<file path="config.mk">
export PLATFORM = sky130hd
export DESIGN_NAME = serial_adder
export DESIGN_NICKNAME = d
export VERILOG_FILES = /design/src/rtl/serial_adder_pkg.sv /design/src/rtl/fa_bit.sv /design/src/rtl/serial_adder.sv
export SDC_FILE = /design/constraint.sdc
export NUM_CORES = 1
export LEC_CHECK = 0
export CAP_MARGIN = 20
export CORE_MARGIN = 10
export CORE_UTILIZATION = 46
export CTS_CLUSTER_SIZE = 10
export DETAILED_ROUTE_END_ITERATION = 8
export GPL_TIMING_DRIVEN = 1
export HOLD_SLACK_MARGIN = 0.1
export PLACE_DENSITY = 0.84
export SKIP_CTS_REPAIR_TIMING = 1
export SYNTH_ARGS = -nofsm -noshare
export SYNTH_HDL_FRONTEND = slang
export SYNTH_SLANG_ARGS = --single-unit
</file>
<file path="constraint.sdc">
create_clock -name clk -period 1.3 [get_ports clk]
set_input_delay 0.13 -clock clk [delete_from_list [all_inputs] [get_ports clk]]
set_output_delay 0.13 -clock clk [all_outputs]
set_load 0.05 [all_outputs]
</file>
<file path="src/rtl/serial_adder_pkg.sv">
//------------------------------------------------------------------------------
// Module   : serial_adder_pkg
// Brief    : Shared state encoding and default width for the bit-serial adder.
// Revision : 1.0 - initial release
//------------------------------------------------------------------------------
`default_nettype none

package serial_adder_pkg;

  localparam int c_default_width = 8;

  typedef enum logic [1:0] {
    IDLE  = 2'd0,
    SHIFT = 2'd1,
    DONE  = 2'd2
  } state_t;

endpackage

`default_nettype wire

</file>
<file path="src/rtl/fa_bit.sv">
//------------------------------------------------------------------------------
// Module   : fa_bit
// Brief    : Combinational full-adder slice: two half-adder cells plus an OR.
// Revision : 1.0 - initial release
//------------------------------------------------------------------------------
`default_nettype none

module fa_bit (
  input  logic a,
  input  logic b,
  input  logic cin,
  output logic s,
  output logic cout
);

  logic w_ha0_s;
  logic w_ha0_c;
  logic w_ha1_c;

  // First half-adder combines the operands, second folds in the carry.
  assign w_ha0_s = a ^ b;
  assign w_ha0_c = a & b;
  assign s       = w_ha0_s ^ cin;
  assign w_ha1_c = w_ha0_s & cin;
  assign cout    = w_ha0_c | w_ha1_c;

endmodule

`default_nettype wire

</file>
<file path="src/rtl/serial_adder.sv">
//------------------------------------------------------------------------------
// Module   : serial_adder
// Brief    : LSB-first bit-serial adder with start/done handshake.
// Revision : 1.0 - initial release
//------------------------------------------------------------------------------
`default_nettype none

module serial_adder
  import serial_adder_pkg::*;
#(
  parameter int WIDTH = c_default_width
) (
  input  logic             clk,
  input  logic             rst,
  input  logic             start,
  input  logic [WIDTH-1:0] A,
  input  logic [WIDTH-1:0] B,
  output logic             busy,
  output logic             done,
  output logic [WIDTH-1:0] Sum,
  output logic             Cout
);

  localparam int                c_cnt_w = $clog2(WIDTH + 1);
  localparam logic [c_cnt_w-1:0] c_last = c_cnt_w'(WIDTH - 1);

  state_t             r_state;
  state_t             w_state_next;
  logic [WIDTH-1:0]   r_ra;
  logic [WIDTH-1:0]   r_rb;
  logic [WIDTH-1:0]   r_acc;
  logic [WIDTH-1:0]   w_acc_next;
  logic               r_c;
  logic [c_cnt_w-1:0] r_cnt;
  logic [WIDTH-1:0]   r_sum;
  logic               r_cout;
  logic               w_s;
  logic               w_cout;
  logic               w_last;

  fa_bit u_fa_bit (
    .a    (r_ra[0]),
    .b    (r_rb[0]),
    .cin  (r_c),
    .s    (w_s),
    .cout (w_cout)
  );

  // New sum bit enters at the MSB so the LSB-first result lands in place.
  if (WIDTH == 1) begin : g_acc_single
    assign w_acc_next = w_s;
  end else begin : g_acc_multi
    assign w_acc_next = {w_s, r_acc[WIDTH-1:1]};
  end

  assign w_last = (r_cnt == c_last);

  always_ff @(posedge clk) begin
    if (rst) begin
      r_state <= IDLE;
    end else begin
      r_state <= w_state_next;
    end
  end

  always_comb begin
    w_state_next = r_state;
    busy         = 1'b0;
    done         = 1'b0;
    case (r_state)
      IDLE: begin
        if (start) begin
          w_state_next = SHIFT;
        end
      end
      SHIFT: begin
        busy = 1'b1;
        if (w_last) begin
          w_state_next = DONE;
        end
      end
      DONE: begin
        busy         = 1'b1;
        done         = 1'b1;
        w_state_next = IDLE;
      end
      default: begin
        w_state_next = IDLE;
      end
    endcase
  end

  always_ff @(posedge clk) begin
    if (rst) begin
      r_ra   <= '0;
      r_rb   <= '0;
      r_acc  <= '0;
      r_c    <= 1'b0;
      r_cnt  <= '0;
      r_sum  <= '0;
      r_cout <= 1'b0;
    end else begin
      case (r_state)
        IDLE: begin
          if (start) begin
            r_ra  <= A;
            r_rb  <= B;
            r_acc <= '0;
            r_c   <= 1'b0;
            r_cnt <= '0;
          end
        end
        SHIFT: begin
          r_c   <= w_cout;
          r_acc <= w_acc_next;
          r_ra  <= r_ra >> 1;
          r_rb  <= r_rb >> 1;
          r_cnt <= r_cnt + c_cnt_w'(1);
          // Results publish only on the final bit, so they hold during SHIFT.
          if (w_last) begin
            r_sum  <= w_acc_next;
            r_cout <= w_cout;
          end
        end
        default: begin
        end
      endcase
    end
  end

  assign Sum  = r_sum;
  assign Cout = r_cout;

endmodule

`default_nettype wire

</file>
======== Yosys cells after proc, flatten, opt, wreduce, memory -nomap -nowiden ========
Cells that the tools add are included.
storage, ports and cells
  word-level logic and storage cells ...... 40
  register bits ........................... 40
  bits of input ports ..................... 19
  output and inout bits ................... 11
operators by class
  add/sub/neg operators ................... 1
  muxes and demuxes ....................... 15
  equality and inequality tests ........... 5
  bitwise logic cells ..................... 5
  reduce and logical (&&, ||, !) cells .... 6
operators with widths
  kind                                                 count
  case mux 8 bit (2 select lines)                      3
  2-to-1 mux 8 bit                                     3
  case mux 4 bit (2 select lines)                      1
  AND reduction 2 bit                                  3
  adder 4 x 1 -> 4 bit, second input constant          1
  equality test 4 x 3 -> 1 bit, second input constant  1
  2-to-1 mux 2 bit                                     2
  2-to-1 mux 4 bit                                     1
  != test 2 bit, second input constant                 2
  case mux 2 bit (2 select lines)                      1
  2-to-1 mux 1 bit                                     3
  bitwise AND 1 bit                                    2
  equality test 2 x 1 -> 1 bit, second input constant  1
  equality test 2 bit, second input constant           1
  zero test 2 bit                                      1
  case mux 1 bit (2 select lines)                      1
  nonzero test 2 bit                                   1
  OR reduction 2 bit                                   1
  XOR 1 bit                                            2
  bitwise OR 1 bit                                     1

======== Depth between registers and ports, before layout ========
Gate-level depths: netlist of run 1.
  word-level depth ........................ 4
  mapped depth ............................ 7
  depth with buffers taken out ............ 5

======== Hierarchy ========
From an unflattened synthesis of run 1, not the netlist that was laid out.
unflattened totals
  cell total of the unflattened synthesis .. 177
  area, all modules ....................... 1655.3 um^2
modules (own cells, without submodules)
  module        seq. area each (um^2)  times used  area an instance (um^2)  cells an instance
  serial_adder  780.7                  1           1635.3                   176
  fa_bit        0.0                    1           20.0                     1

======== Worst setup path before layout of run 1 ========
OpenSTA, ideal clock, no wires.
  path type ............................... flip-flop to flip-flop
  start point ............................. register r_state[0]
  end point ............................... register r_cnt[3]
  path buffers ............................ 0
  stages on the path, launching flop included .. 6
  library setup time ...................... 74 ps
  clock period less this slack ............ 1399 ps
  arrival ................................. 1324 ps
  slack ................................... -99 ps
  required time ........................... 1226 ps
  cell sequence ........................... dfxtp_1 -> inv_1 -> ha_1 -> nand2b_1 -> or4b_1 -> a31oi_1
on the way
  cells in the longest elaborated chain, start to end .. 3
  elaborated cells on any way between the ends .. 6
  those cells by class .................... eq/ne (2); mux (1); reduce/logical (3)
ends and longest elaborated chain
  what                                                                    RTL line             source
  start, declared                                                         serial_adder.sv:27   state_t r_state;
  start signal, assigned                                                  serial_adder.sv:62   r_state <= w_state_next;
  equality test 2 x 1 -> 1 bit / zero test 2 bit (equally long branches)  serial_adder.sv:103  case (r_state)
  nonzero test 2 bit (no line) / != test 2 bit (equally long branches)    --
  AND reduction 2 bit (no line)                                           --
  end signal, assigned                                                    serial_adder.sv:118  r_cnt <= r_cnt + c_cnt_w'(1);
  end, declared                                                           serial_adder.sv:34   logic [c_cnt_w-1:0] r_cnt;
Parallel ways exist; a longest one is shown, timed or not.
A chain may end at the register's enable or synchronous reset.

======== Worst setup path in the final report of run 1 ========
  start point ............................. register r_state[1]
  end point ............................... register r_ra[1]
on the way
  cells in the longest elaborated chain, start to end .. 3
  elaborated cells on any way between the ends .. 6
  those cells by class .................... eq/ne (2); mux (1); reduce/logical (3)
ends and longest elaborated chain
  what                                                                    RTL line             source
  equality test 2 x 1 -> 1 bit / zero test 2 bit (equally long branches)  serial_adder.sv:103
  nonzero test 2 bit (no line) / != test 2 bit (equally long branches)    --
  AND reduction 2 bit (no line)                                           --
  end signal, assigned                                                    serial_adder.sv:116  r_ra <= r_ra >> 1;
  end, declared                                                           serial_adder.sv:29   logic [WIDTH-1:0] r_ra;
Parallel ways exist; a longest one is shown, timed or not.

==> results.json, run 1 <==
{
  "path_clk_slew_ns": 0.11,
  "finalWirelength_um": 4300,
  "diodes": 0,
  "firstDrtPassIters": 4,
  "synthArstFlopShare_pct": 0,
  "synth_top_area_share_pct": 47.2,
  "grt_overflow": 0,
  "worst_pin_slew_ns": 0.213,
  "drive_above_1_share_pct": 30.6,
  "hold_ws_ns": 0.372,
  "netlist_top_cells_area": "dfxtp_1 47%, mux2i_1 8.5%, a211oi_1 7.3%",
  "yosys-top-cells-count": "39 x dfxtp_1, 23 x nor2_1, 22 x nand2_1",
  "num_rows": 21,
  "reg2reg_slack_ns": -0.11,
  "synth_cells": 177,
  "syn_avg_cell_area_sq_um": 9.35,
  "nFillCells": 239,
  "drtIter0Drc": 77,
  "status": "finished with violations",
  "cts_buffers": 5,
  "cts_tree": "done",
  "wire_per_inst_um": 16.0,
  "ys.flop_type": "dfxtp_1",
  "h-tree-depth": 2,
  "worstReg2RegStart": "r_state[1]",
  "gp_congestion": 0.843,
  "pre_cts_ws_ns": -0.198,
  "clkSinkCount": 39,
  "crit_start": "r_state[1]",
  "cp-endpoint": "r_ra[1]",
  "cts_buffer_depth": 2,
  "peakVddDrop_mv": 0.767,
  "dieHeight_um": 80.0,
  "rsz0062_at_grt": "true",
  "routed_via_density": 5.64,
  "hp-class": "primary input to flip-flop",
  "reg2reg_depth": 5,
  "setup_viol": 39,
  "grt_pass1_wl_um": 6490,
  "layout_min_cycle_time_ns": 1.41,
  "leakagePower_uw": 0.000903,
  "power.density_cell_area_mw_per_mm2": 1020,
  "worstSkewPairLatency_ns": 0.35,
  "synth-seq-cells": 39,
  "place_hpwl_um": 2840,
  "grt_pass1_vias": 1447,
  "nets": 246,
  "violations": "setup timing",
  "rr_endpoint": "r_ra[1]",
  "max_slew_margin_pct": 85.5,
  "finClkSkew_ns": 0.00643,
  "worst_setup_path_start_kind": "flip-flop",
  "antenna_found_initial": 0,
  "grt_max_degree": 31,
  "port_buffers": 29,
  "cp_slowest_stage_delay_ns": 0.40,
  "cts_root_buf": "clkbuf_4",
  "post-route-period-util_pct": 109,
  "syn2layout_area_growth_pct": 48.3,
  "synth_area_leader_cell": "dfxtp_1",
  "hold_violations": 0,
  "fmaxAchievable_mhz": 708,
  "yosysWarnings": 0,
  "grt_usage_pct": 12.6,
  "worst-path-max-fanout": 15,
  "synth.most_common_cell": "dfxtp_1",
  "coreArea_sq_mm": 0.00342,
  "num_vias": 1511,
  "drv_cap": 0,
  "synth_edf_count": 0,
  "drc": 0,
  "syn-num-nets": 201,
  "report.final.slew_viol_count": 0,
  "dieWidth_um": 80.0,
  "ant_nets": 0,
  "crit_path_end_kind": "flip-flop",
  "slowest_stage": "mux2_4",
  "ys_types": 27,
  "fin_util_pct": 71.9,
  "yosysSeqAreaShare_pct": 47.2,
  "path_class": "flip-flop to flip-flop",
  "worstPathArrival_ns": 1.65,
  "synth_area_sq_mm": 0.00166,
  "boundaryPins": 30,
  "crit_chain": "inv_4 > ha_4 > mux2_4 > nor2_1 > a211oi_2",
  "die_area_sq_mm": 0.00640,
  "setup_ws_ns": -0.113,
  "required_ns": 1.54,
  "start_util_pct": 48.5
}
==> layout make-up <==
type / instances / area [sq um] / share of cell area [%]
multi-input combinational: 124 / 948 / 38.6
timing repair buffer: 49 / 589 / 24.0
sequential: 39 / 787 / 32.1
clock buffer: 6 / 51.3 / 2.09
tap: 46 / 57.6 / 2.34
inverter: 3 / 16.3 / 0.663
clock inverter: 1 / 5.00 / 0.204
==> cell usage in the layout (no fill, tap or decap), types with 7 or more instances in the layout <==
| cell type | instances |
|---|---|
| buf_12 | 12 |
| a211oi_1 | 12 |
| nor2_1 | 21 |
| a32oi_1 | 9 |
| buf_6 | 7 |
| mux2i_1 | 14 |
| a21oi_1 | 9 |
| dfxtp_1 | 36 |
| nand2_1 | 20 |
| buf_4 | 12 |
| clkdlybuf4s50_1 | 18 |
==> sequential cells by signal, summed over array words and instances (netlist names) <==
name	flops
r_acc	7
r_state	2
r_rb	8
r_ra	8
r_c	1
Cout	1
r_cnt	4
Sum	8
==> where the power goes <==
group / switching, uW / internal (uW)
logic: 273 / 289
clock network: 380 / 250
registers: 44.0 / 1260
total: 697 / 1800
==> cells by family (layout without fill, tap and decap cells) <==
group / Yosys count / after routing / synth area share [%]
AO/OA/AOI/OAI: 43 / 43 / 18.0
flip-flops: 39 / 39 / 47.2
buffers and inverters: 16 / 59 / 4.91
AND/OR/NAND/NOR: 58 / 59 / 15.7
multiplexers: 16 / 17 / 9.98
adder cells (fa/ha/maj): 5 / 5 / 4.23
==> stage by stage <==
| stage | total power (uW) | area, sq um | instances | TNS (ns) |
|---|---|---|---|---|
| floorplan | 1630 | 1720 | 177 | -0.0979 |
| global placement | 1780 | 2230 | 256 | -0.667 |
| detailed placement | 1800 | 2230 | 256 | -1.85 |
| CTS | 2420 | 2290 | 263 | -2.20 |
| global route | 2600 | 2450 | 268 | -4.18 |
| finish | 2500 | 2450 | 268 | -1.76 |
==> critical path: cells and delay by family (launching register included) <==
family	cells	cell delay, ns
multiplexers	1	0.40
flip-flops	1	0.36
adder cells (fa/ha/maj)	1	0.22
AND/OR/NAND/NOR	1	0.17
buffers and inverters	1	0.08
AO/OA/AOI/OAI	1	0.07
==> per-layer routing <==
metal | GRT usage, % | vias up | wire length (um) | share of wire (%)
li1 | - | 727 | - | -
met1 | 14.0 | 741 | 1740 | 40
met2 | 20.5 | 34 | 2220 | 52
met3 | 4.62 | 9 | 244 | 5.7
met4 | 6.87 | 0 | 104 | 2.4
met5 | 0 | - | 0 | 0
==> worst min path at each step <==
stage	startpoint	endpoint	slack (ns)	cells past startpoint
final	B[7]	r_rb[7]	0.37	3
after CTS	B[7]	r_rb[7]	0.35	3
after global routing	A[7]	r_ra[7]	0.40	3
after floorplan	start	r_state[0]	0.29	2
after global placement	r_rb[7]	r_rb[7]	0.44	2
after detailed placement	r_rb[7]	r_rb[7]	0.45	2
(Power assumes the default switching activity.)
==> run 2: changes to the inputs <==
--- a/config.mk
+++ b/config.mk
@@ -8,12 +8,14 @@
 export CAP_MARGIN = 20
 export CORE_MARGIN = 10
 export CORE_UTILIZATION = 46
+export CTS_CLUSTER_DIAMETER = 40
 export CTS_CLUSTER_SIZE = 10
 export DETAILED_ROUTE_END_ITERATION = 8
 export GPL_TIMING_DRIVEN = 1
 export HOLD_SLACK_MARGIN = 0.1
 export PLACE_DENSITY = 0.84
 export SKIP_CTS_REPAIR_TIMING = 1
+export SLEW_MARGIN = 10
 export SYNTH_ARGS = -nofsm -noshare
 export SYNTH_HDL_FRONTEND = slang
 export SYNTH_SLANG_ARGS = --single-unit
==> results of run 2 <==
No change in the layout: final DEF, timing and power equal those of run 1.
